<file path="config.mk">
export PLATFORM = sky130hd
export DESIGN_NAME = hazard_fwd_ctrl_flat
export DESIGN_NICKNAME = d
export VERILOG_FILES = /design/src/rtl/hazard_fwd_ctrl_pkg.sv /design/src/rtl/hazard_fwd_ctrl_if.sv /design/src/rtl/hazard_fwd_ctrl_fwd_match.sv /design/src/rtl/hazard_fwd_ctrl.sv /design/src/flat_wrapper.sv
export SDC_FILE = /design/constraint.sdc
export NUM_CORES = 1
export LEC_CHECK = 0
export BUFFER_PORTS_ARGS = -buffer_cell sky130_fd_sc_hd__buf_4
export CORE_MARGIN = 8
export CORE_UTILIZATION = 39
export DETAILED_ROUTE_END_ITERATION = 10
export HOLD_SLACK_MARGIN = 0.05
export PLACE_DENSITY_LB_ADDON = 0.25
export SYNTH_ARGS = -nofsm -noshare
export SYNTH_HDL_FRONTEND = slang
export SYNTH_SLANG_ARGS = --single-unit
</file>
<file path="constraint.sdc">
create_clock -name clk -period 2.1 [get_ports clk]
set_input_delay 0.42 -clock clk [delete_from_list [all_inputs] [get_ports clk]]
set_output_delay 0.42 -clock clk [all_outputs]
set_load 0.1 [all_outputs]
</file>
<file path="src/rtl/hazard_fwd_ctrl_pkg.sv">
// hazard_pkg: shared encodings for the forwarding / hazard controller.
package hazard_pkg;

  localparam logic [1:0] FWD_RF  = 2'b00;
  localparam logic [1:0] FWD_WB  = 2'b01;
  localparam logic [1:0] FWD_MEM = 2'b10;

  typedef enum logic [1:0] {
    HZ_RUN      = 2'b00,
    HZ_LU_STALL = 2'b01,
    HZ_MEM_WAIT = 2'b10
  } hz_state_e;

endpackage

</file>
<file path="src/rtl/hazard_fwd_ctrl_if.sv">
// Pipeline <-> hazard controller bundle. Perf counter outputs exist only
// when HAZ_PERF_CNT_EN is defined.
interface hazard_fwd_ctrl_if #(
  parameter int REG_AW  = 5,
  parameter int NUM_SRC = 2,
  parameter int CNT_W   = 32
);
  logic [NUM_SRC*REG_AW-1:0] id_rs;
  logic [NUM_SRC-1:0]        id_rs_used;
  logic [NUM_SRC*REG_AW-1:0] ex_rs;
  logic [REG_AW-1:0]         ex_rd;
  logic                      ex_reg_write;
  logic                      ex_mem_read;
  logic [REG_AW-1:0]         mem_rd;
  logic                      mem_reg_write;
  logic [REG_AW-1:0]         wb_rd;
  logic                      wb_reg_write;
  logic                      dmem_wait;
  logic                      flush;
  logic [2*NUM_SRC-1:0]      fwd_sel;
  logic                      stall_if;
  logic                      bubble_ex;
  logic                      hold_mem;
`ifdef HAZ_PERF_CNT_EN
  logic [CNT_W-1:0]          perf_stall_cyc;
  logic [CNT_W-1:0]          perf_fwd_mem;
  logic [CNT_W-1:0]          perf_fwd_wb;
`else
  localparam int unused_cnt_w = CNT_W;
`endif

  modport master (
    output id_rs, id_rs_used, ex_rs, ex_rd, ex_reg_write, ex_mem_read,
    output mem_rd, mem_reg_write, wb_rd, wb_reg_write, dmem_wait, flush,
`ifdef HAZ_PERF_CNT_EN
    input  perf_stall_cyc, perf_fwd_mem, perf_fwd_wb,
`endif
    input  fwd_sel, stall_if, bubble_ex, hold_mem
  );

  modport slave (
    input  id_rs, id_rs_used, ex_rs, ex_rd, ex_reg_write, ex_mem_read,
    input  mem_rd, mem_reg_write, wb_rd, wb_reg_write, dmem_wait, flush,
`ifdef HAZ_PERF_CNT_EN
    output perf_stall_cyc, perf_fwd_mem, perf_fwd_wb,
`endif
    output fwd_sel, stall_if, bubble_ex, hold_mem
  );
endinterface

</file>
<file path="src/rtl/hazard_fwd_ctrl_fwd_match.sv">
// fwd_match: priority compare of one source register against MEM and WB writers.
module fwd_match
  import hazard_pkg::*;
#(
  parameter int REG_AW = 5
) (
  input  logic [REG_AW-1:0] rs,
  input  logic [REG_AW-1:0] mem_rd,
  input  logic              mem_we,
  input  logic [REG_AW-1:0] wb_rd,
  input  logic              wb_we,
  output logic [1:0]        sel
);
  logic mem_hit_s;
  logic wb_hit_s;

  // Register 0 never matches; the younger MEM result beats WB.
  always_comb begin
    mem_hit_s = mem_we && (mem_rd != {REG_AW{1'b0}}) && (mem_rd == rs);
    wb_hit_s  = wb_we  && (wb_rd  != {REG_AW{1'b0}}) && (wb_rd  == rs);
    if (mem_hit_s) begin
      sel = FWD_MEM;
    end else if (wb_hit_s) begin
      sel = FWD_WB;
    end else begin
      sel = FWD_RF;
    end
  end
endmodule

</file>
<file path="src/rtl/hazard_fwd_ctrl.sv">
// hazard_fwd_ctrl: per-operand bypass selects plus load-use / memory-wait stall FSM.
// Saturating performance counters are added when HAZ_PERF_CNT_EN is defined.
module hazard_fwd_ctrl
  import hazard_pkg::*;
#(
  parameter int REG_AW   = 5,
  parameter int NUM_SRC  = 2,
  parameter int LOAD_LAT = 1,
  parameter int CNT_W    = 32
) (
  input  logic             clk,
  input  logic             rst_n,
  hazard_fwd_ctrl_if.slave bus
);
  localparam int            CW       = $clog2(LOAD_LAT + 1);
  localparam logic [CW-1:0] LU_LOAD  = CW'(LOAD_LAT - 1);
  localparam logic [CW-1:0] CNT_ONE  = CW'(1);
  localparam logic [CW-1:0] CNT_ZERO = {CW{1'b0}};

  hz_state_e               state_r, state_nxt_s;
  logic [CW-1:0]           cnt_r, cnt_nxt_s, cnt_dec_s;
  logic [NUM_SRC-1:0][1:0] sel_s;
  logic [NUM_SRC-1:0][1:0] lu_sel_s;
  logic [NUM_SRC-1:0]      lu_term_s;
  logic                    lu_hit_s;
  logic                    stall_s, bubble_s, hold_s;

  // A load in EX is enough to create the hazard; its write enable is implied.
  logic unused_s;
  assign unused_s = bus.ex_reg_write;

  for (genvar i = 0; i < NUM_SRC; i++) begin : g_src
    fwd_match #(.REG_AW(REG_AW)) u_fwd (
      .rs     (bus.ex_rs[i*REG_AW +: REG_AW]),
      .mem_rd (bus.mem_rd),
      .mem_we (bus.mem_reg_write),
      .wb_rd  (bus.wb_rd),
      .wb_we  (bus.wb_reg_write),
      .sel    (sel_s[i])
    );
    fwd_match #(.REG_AW(REG_AW)) u_lu (
      .rs     (bus.id_rs[i*REG_AW +: REG_AW]),
      .mem_rd (bus.ex_rd),
      .mem_we (bus.ex_mem_read & bus.id_rs_used[i]),
      .wb_rd  ({REG_AW{1'b0}}),
      .wb_we  (1'b0),
      .sel    (lu_sel_s[i])
    );
    assign lu_term_s[i] = (lu_sel_s[i] == FWD_MEM);
  end

  assign lu_hit_s  = |lu_term_s;
  assign cnt_dec_s = cnt_r - CNT_ONE;

  // State and remaining-stall counter; reset returns to RUN with nothing pending.
  always_ff @(posedge clk or negedge rst_n) begin
    if (!rst_n) begin
      state_r <= HZ_RUN;
      cnt_r   <= CNT_ZERO;
    end else begin
      state_r <= state_nxt_s;
      cnt_r   <= cnt_nxt_s;
    end
  end

  // Next state and stall controls; cnt_r counts LU_STALL cycles still owed.
  always_comb begin
    state_nxt_s = state_r;
    cnt_nxt_s   = cnt_r;
    stall_s     = 1'b0;
    bubble_s    = 1'b0;
    hold_s      = 1'b0;
    case (state_r)
      HZ_RUN: begin
        if (bus.flush) begin
          state_nxt_s = HZ_RUN;
        end else if (bus.dmem_wait) begin
          stall_s     = 1'b1;
          hold_s      = 1'b1;
          state_nxt_s = HZ_MEM_WAIT;
        end else if (lu_hit_s) begin
          stall_s  = 1'b1;
          bubble_s = 1'b1;
          if (LOAD_LAT > 1) begin
            state_nxt_s = HZ_LU_STALL;
            cnt_nxt_s   = LU_LOAD;
          end else begin
            state_nxt_s = HZ_RUN;
          end
        end else begin
          state_nxt_s = HZ_RUN;
        end
      end
      HZ_LU_STALL: begin
        stall_s  = 1'b1;
        bubble_s = 1'b1;
        if (bus.dmem_wait) begin
          hold_s      = 1'b1;
          state_nxt_s = HZ_MEM_WAIT;
          cnt_nxt_s   = cnt_dec_s;
        end else if (bus.flush) begin
          stall_s     = 1'b0;
          state_nxt_s = HZ_RUN;
          cnt_nxt_s   = CNT_ZERO;
        end else if (cnt_r <= CNT_ONE) begin
          state_nxt_s = HZ_RUN;
          cnt_nxt_s   = CNT_ZERO;
        end else begin
          cnt_nxt_s   = cnt_dec_s;
        end
      end
      HZ_MEM_WAIT: begin
        stall_s = 1'b1;
        hold_s  = bus.dmem_wait;
        if (bus.dmem_wait) begin
          state_nxt_s = HZ_MEM_WAIT;
        end else if (cnt_r != CNT_ZERO) begin
          state_nxt_s = HZ_LU_STALL;
        end else begin
          state_nxt_s = HZ_RUN;
        end
      end
      default: begin
        state_nxt_s = HZ_RUN;
        cnt_nxt_s   = CNT_ZERO;
      end
    endcase
  end

  assign bus.fwd_sel   = rst_n ? sel_s : {(2*NUM_SRC){1'b0}};
  assign bus.stall_if  = rst_n & stall_s;
  assign bus.bubble_ex = rst_n & bubble_s;
  assign bus.hold_mem  = rst_n & hold_s;

`ifdef HAZ_PERF_CNT_EN
  localparam int SW = CNT_W + 1;

  logic [CNT_W-1:0] perf_stall_r, perf_mem_r, perf_wb_r;
  logic [2:0]       n_mem_s, n_wb_s;

  function automatic logic [CNT_W-1:0] sat_add(input logic [CNT_W-1:0] a, input logic [2:0] b);
    logic [CNT_W:0] sum;
    sum = {1'b0, a} + SW'(b);
    if (sum[CNT_W]) begin
      sat_add = {CNT_W{1'b1}};
    end else begin
      sat_add = sum[CNT_W-1:0];
    end
  endfunction

  // Number of operands selecting MEM / WB this cycle.
  always_comb begin
    n_mem_s = 3'd0;
    n_wb_s  = 3'd0;
    for (int i = 0; i < NUM_SRC; i++) begin
      if (sel_s[i] == FWD_MEM) begin
        n_mem_s = n_mem_s + 3'd1;
      end else if (sel_s[i] == FWD_WB) begin
        n_wb_s = n_wb_s + 3'd1;
      end else begin
        n_mem_s = n_mem_s;
      end
    end
  end

  // Saturating event counters.
  always_ff @(posedge clk or negedge rst_n) begin
    if (!rst_n) begin
      perf_stall_r <= {CNT_W{1'b0}};
      perf_mem_r   <= {CNT_W{1'b0}};
      perf_wb_r    <= {CNT_W{1'b0}};
    end else begin
      perf_stall_r <= sat_add(perf_stall_r, {2'b00, stall_s});
      perf_mem_r   <= sat_add(perf_mem_r, n_mem_s);
      perf_wb_r    <= sat_add(perf_wb_r, n_wb_s);
    end
  end

  assign bus.perf_stall_cyc = perf_stall_r;
  assign bus.perf_fwd_mem   = perf_mem_r;
  assign bus.perf_fwd_wb    = perf_wb_r;
`else
  localparam int unused_cnt_w = CNT_W;
`endif
endmodule

</file>
<file path="src/flat_wrapper.sv">
// flat-port wrapper written by rule: the top's interface ports become plain ports
module hazard_fwd_ctrl_flat import hazard_pkg::*;
#(
  parameter int REG_AW   = 5,
  parameter int NUM_SRC  = 2,
  parameter int LOAD_LAT = 1,
  parameter int CNT_W    = 32
)
  (clk, rst_n, bus_id_rs, bus_id_rs_used, bus_ex_rs, bus_ex_rd, bus_ex_reg_write, bus_ex_mem_read, bus_mem_rd, bus_mem_reg_write, bus_wb_rd, bus_wb_reg_write, bus_dmem_wait, bus_flush, bus_fwd_sel, bus_stall_if, bus_bubble_ex, bus_hold_mem);
  hazard_fwd_ctrl_if #(.REG_AW(REG_AW), .NUM_SRC(NUM_SRC), .CNT_W(CNT_W)) bus_i ();
  input  logic clk;
  input  logic rst_n;
  input wire logic [$bits(bus_i.id_rs)-1:0] bus_id_rs;
  input wire logic [$bits(bus_i.id_rs_used)-1:0] bus_id_rs_used;
  input wire logic [$bits(bus_i.ex_rs)-1:0] bus_ex_rs;
  input wire logic [$bits(bus_i.ex_rd)-1:0] bus_ex_rd;
  input wire logic [$bits(bus_i.ex_reg_write)-1:0] bus_ex_reg_write;
  input wire logic [$bits(bus_i.ex_mem_read)-1:0] bus_ex_mem_read;
  input wire logic [$bits(bus_i.mem_rd)-1:0] bus_mem_rd;
  input wire logic [$bits(bus_i.mem_reg_write)-1:0] bus_mem_reg_write;
  input wire logic [$bits(bus_i.wb_rd)-1:0] bus_wb_rd;
  input wire logic [$bits(bus_i.wb_reg_write)-1:0] bus_wb_reg_write;
  input wire logic [$bits(bus_i.dmem_wait)-1:0] bus_dmem_wait;
  input wire logic [$bits(bus_i.flush)-1:0] bus_flush;
  output wire logic [$bits(bus_i.fwd_sel)-1:0] bus_fwd_sel;
  output wire logic [$bits(bus_i.stall_if)-1:0] bus_stall_if;
  output wire logic [$bits(bus_i.bubble_ex)-1:0] bus_bubble_ex;
  output wire logic [$bits(bus_i.hold_mem)-1:0] bus_hold_mem;
  assign bus_i.id_rs = bus_id_rs;
  assign bus_i.id_rs_used = bus_id_rs_used;
  assign bus_i.ex_rs = bus_ex_rs;
  assign bus_i.ex_rd = bus_ex_rd;
  assign bus_i.ex_reg_write = bus_ex_reg_write;
  assign bus_i.ex_mem_read = bus_ex_mem_read;
  assign bus_i.mem_rd = bus_mem_rd;
  assign bus_i.mem_reg_write = bus_mem_reg_write;
  assign bus_i.wb_rd = bus_wb_rd;
  assign bus_i.wb_reg_write = bus_wb_reg_write;
  assign bus_i.dmem_wait = bus_dmem_wait;
  assign bus_i.flush = bus_flush;
  assign bus_fwd_sel = bus_i.fwd_sel;
  assign bus_stall_if = bus_i.stall_if;
  assign bus_bubble_ex = bus_i.bubble_ex;
  assign bus_hold_mem = bus_i.hold_mem;
  hazard_fwd_ctrl #(.REG_AW(REG_AW), .NUM_SRC(NUM_SRC), .LOAD_LAT(LOAD_LAT), .CNT_W(CNT_W)) u_core (.clk(clk), .rst_n(rst_n), .bus(bus_i));
endmodule
</file>
==> qor.txt <==
area leader, netlist -> xnor2_1
DRC -> 0
commonest non-fill, non-tap cells in the layout -> 54 x buf_4, 14 x xnor2_1, 14 x xor2_1, 11 x buf_6, 5 x nand3_1
Fin. Hold Viols -> 0
DP Wirelength -> 2.07 mm
Worst Path Buf+Inv -> 2
CTS Buf Count -> 3
share of layout cells above drive strength 1 -> 63.2%
first-pass GRT wire length -> 4.37 mm
worst hold path class -> primary input to asynchronous set/reset pin
Post-CTS Hold Buffers -> 0
initial antenna violation count -> 0
H-tree depth -> 1
min Tclk post-route -> 2190 ps
Worst Max-Slew Pin Slew -> 309 ps
IO buf count -> 50
ranking of synthesized cells by area -> xnor2_1 21%, xor2_1 18%, dfrtp_1 11%, ha_1 7.5%, or4_1 4.5%
clock tree sinks -> 3
Slew Viols, Final -> 0
CTS max path bufs -> 2
setup ws final -> -88.2 ps
CP Max Fanout -> 3
synthesized cell area -> 664 um2
area of the die -> 3280 um2
syn avg cell area -> 8.20 um2
RePlAce Congestion -> 0.870
final setup vio count -> 4
PD cells -> 316 nW/um2
crit-path cells -> buf_4, xor2_1, or4_4, nor4_4, buf_6
total track usage -> 16.5%
Critical Path Max Stage Delay -> 540 ps
fin crit share -> 104%
Synth cell types -> 27
post-synthesis net count -> 130
via count -> 921
Max-slew headroom -> 79.2%
Syn-to-layout area delta -> 126%
Int Power -> 0.291 mW
WL final -> 3.04 mm
root buf cell -> clkbuf_4
Initial Util -> 39.8%
Clock Latency Late Sink -> 240 ps
Max Clock Freq -> 457 MHz
Antenna Violating Nets Remaining -> 0
Ys Warns -> 0
minimum hold slack -> 96.7 ps
part of the power in combinational logic -> 63.4%
maxcap violations -> 0
n_diodes -> 0
nature of the critical path endpoint -> output port
failing checks -> negative setup slack
Top Family by Delay on Critical Path -> simple AND/OR/NAND/NOR gates
Clock Skews -> 1.17 ps
Cells after Synth -> 81
vias in the first global route -> 975
die height -> 57.3 um
top-area cell type share of the netlist area -> 21.1%
Worst VDD drop -> 0.250 mV
critical path class -> primary input to output port
core box area -> 1670 um2
Total Power -> 0.474 mW
crit path DAT -> 1770 ps
RSZ-0062 raised after global routing -> true
Seq pwr share -> 13.2%
Sw Pwr -> 0.183 mW
row count -> 15
sw frac -> 38.6%
Via density -> 5.35
Seq cells post-synth -> 3
largest net degree at the start of global routing -> 10
Ports -> 52
static leakage -> 0.652 nW
commonest non-fill, non-tap cell in the layout -> buf_4
slowest CP cell -> or4_4
1st-iter DRT viols -> 10
power share of the clock group -> 23.4%
Pre-antenna DRT Iters -> 4
post-synthesis sequential area ratio -> 11.3%
Die Wd -> 57.3 um
CTS clk-pin slew, worst paths -> 40 ps
outcome -> finished with violations
nets -> 205
drt wl/cell -> 17.7 um
worst path required time -> 1680 ps
fill count -> 77
CTS tree -> built
total gr overflow -> 0
CP Launch Type -> primary input
[layout make-up]
type / count / area, um2 / area share (%)
Multi-Input combinational cell: 75 / 742 / 49.5
Timing Repair Buffer: 70 / 624 / 41.6
Sequential cell: 3 / 75.1 / 5.00
Clock buffer: 4 / 26.3 / 1.75
Tap cell: 17 / 21.3 / 1.42
Inverter: 3 / 11.3 / 0.751
[worst paths after layout]
kind	startpoint	end	slack, ps	cells after the start
setup / recovery	bus_wb_rd[1]	bus_fwd_sel[0]	-90	5
hold / removal	rst_n	u_core.state_r[0]$_DFF_PN0_	100	2
setup reg to reg	u_core.state_r[0]$_DFF_PN0_	u_core.cnt_r$_DFFE_PN0N_	700	6
hold reg to reg	u_core.cnt_r$_DFFE_PN0N_	u_core.cnt_r$_DFFE_PN0N_	560	1
max in group asynchronous	rst_n	u_core.state_r[1]$_DFF_PN0_	1880	2
min in group clk	bus_dmem_wait	u_core.state_r[0]$_DFF_PN0_	400	2
[cell families after synthesis]
kind of cell,share of synthesized area [%]
AOI/OAI and AO/OA,9.98
xor gates and xnor gates,39.5
adders and majority gates,7.53
buffers and inverters,1.69
DFF,11.3
and+or+nand+nor,29.9
[metrics by stage]
| stage | setup slack (ps) | TNS (ps) | instances | util [%] | cell area [um2] |
|---|---|---|---|---|---|
| after floorplan | -535 | -1420 | 81 | - | 737 |
| after global routing | -138 | -522 | 172 | 89.8 | 1500 |
| final | -88.2 | -284 | 172 | 89.8 | 1500 |
| after CTS | -107 | -205 | 167 | 84.0 | 1400 |
| after detailed placement | -170 | -639 | 159 | 72.8 | 1220 |
| after global placement | -166 | -601 | 159 | 72.8 | 1220 |
[routing by layer]
metal	track usage, %	vias to the layer above	share of wire (%)
li1	-	436	-
met1	15.4	432	34
met2	32.2	46	56
met3	5.83	7	7.8
met4	5.00	0	1.8
met5	0	-	0
[worst reg2reg max path, stage by stage (launching register included)]
cell,delay [ps]
dfrtp_1,400
inv_2,80
buf_4,140
ha_1,270
nor2_1,140
nand3_1,90
o21ai_0,190
[synth_stat cells (all sizes together)]
library cell	count
xor2	14
nand2	4
a21oi	1
dfrtp	3
or4	5
nand3	5
o211ai	1
nand4	2
nor2	2
nand3b	1
nor3b	1
inv	3
o21a	1
ha	4
o2bb2ai	1
nor2b	2
nor4	4
nor4bb	1
xnor2	16
o21ai	5
o22a	1
nor3	2
and2	2
[flip-flops by register name, summed over array words and instances (netlist names)]
| signal | flops |
|---|---|
| u_core.cnt_r | 1 |
| u_core.state_r | 2 |
[power by group through the flow]
| stage | sequential (mW) | clock (mW) | combinational (mW) |
|---|---|---|---|
| floorplan | 0.0621 | 0 | 0.124 |
| CTS | 0.0620 | 0.107 | 0.273 |
| finish | 0.0625 | 0.111 | 0.301 |
| global route | 0.0622 | 0.121 | 0.318 |
| detailed placement | 0.0625 | 0 | 0.243 |
| global placement | 0.0622 | 0 | 0.238 |
[what timing repair did]
action / in CTS / in global routing
endpoints found under the setup margin: 7 / 7
pin swaps: 5 / 9
gates cloned: 0 / 0
resized for setup: 33 / 14
setup buffers: 4 / 5
Power figures use the tool's default switching activity.
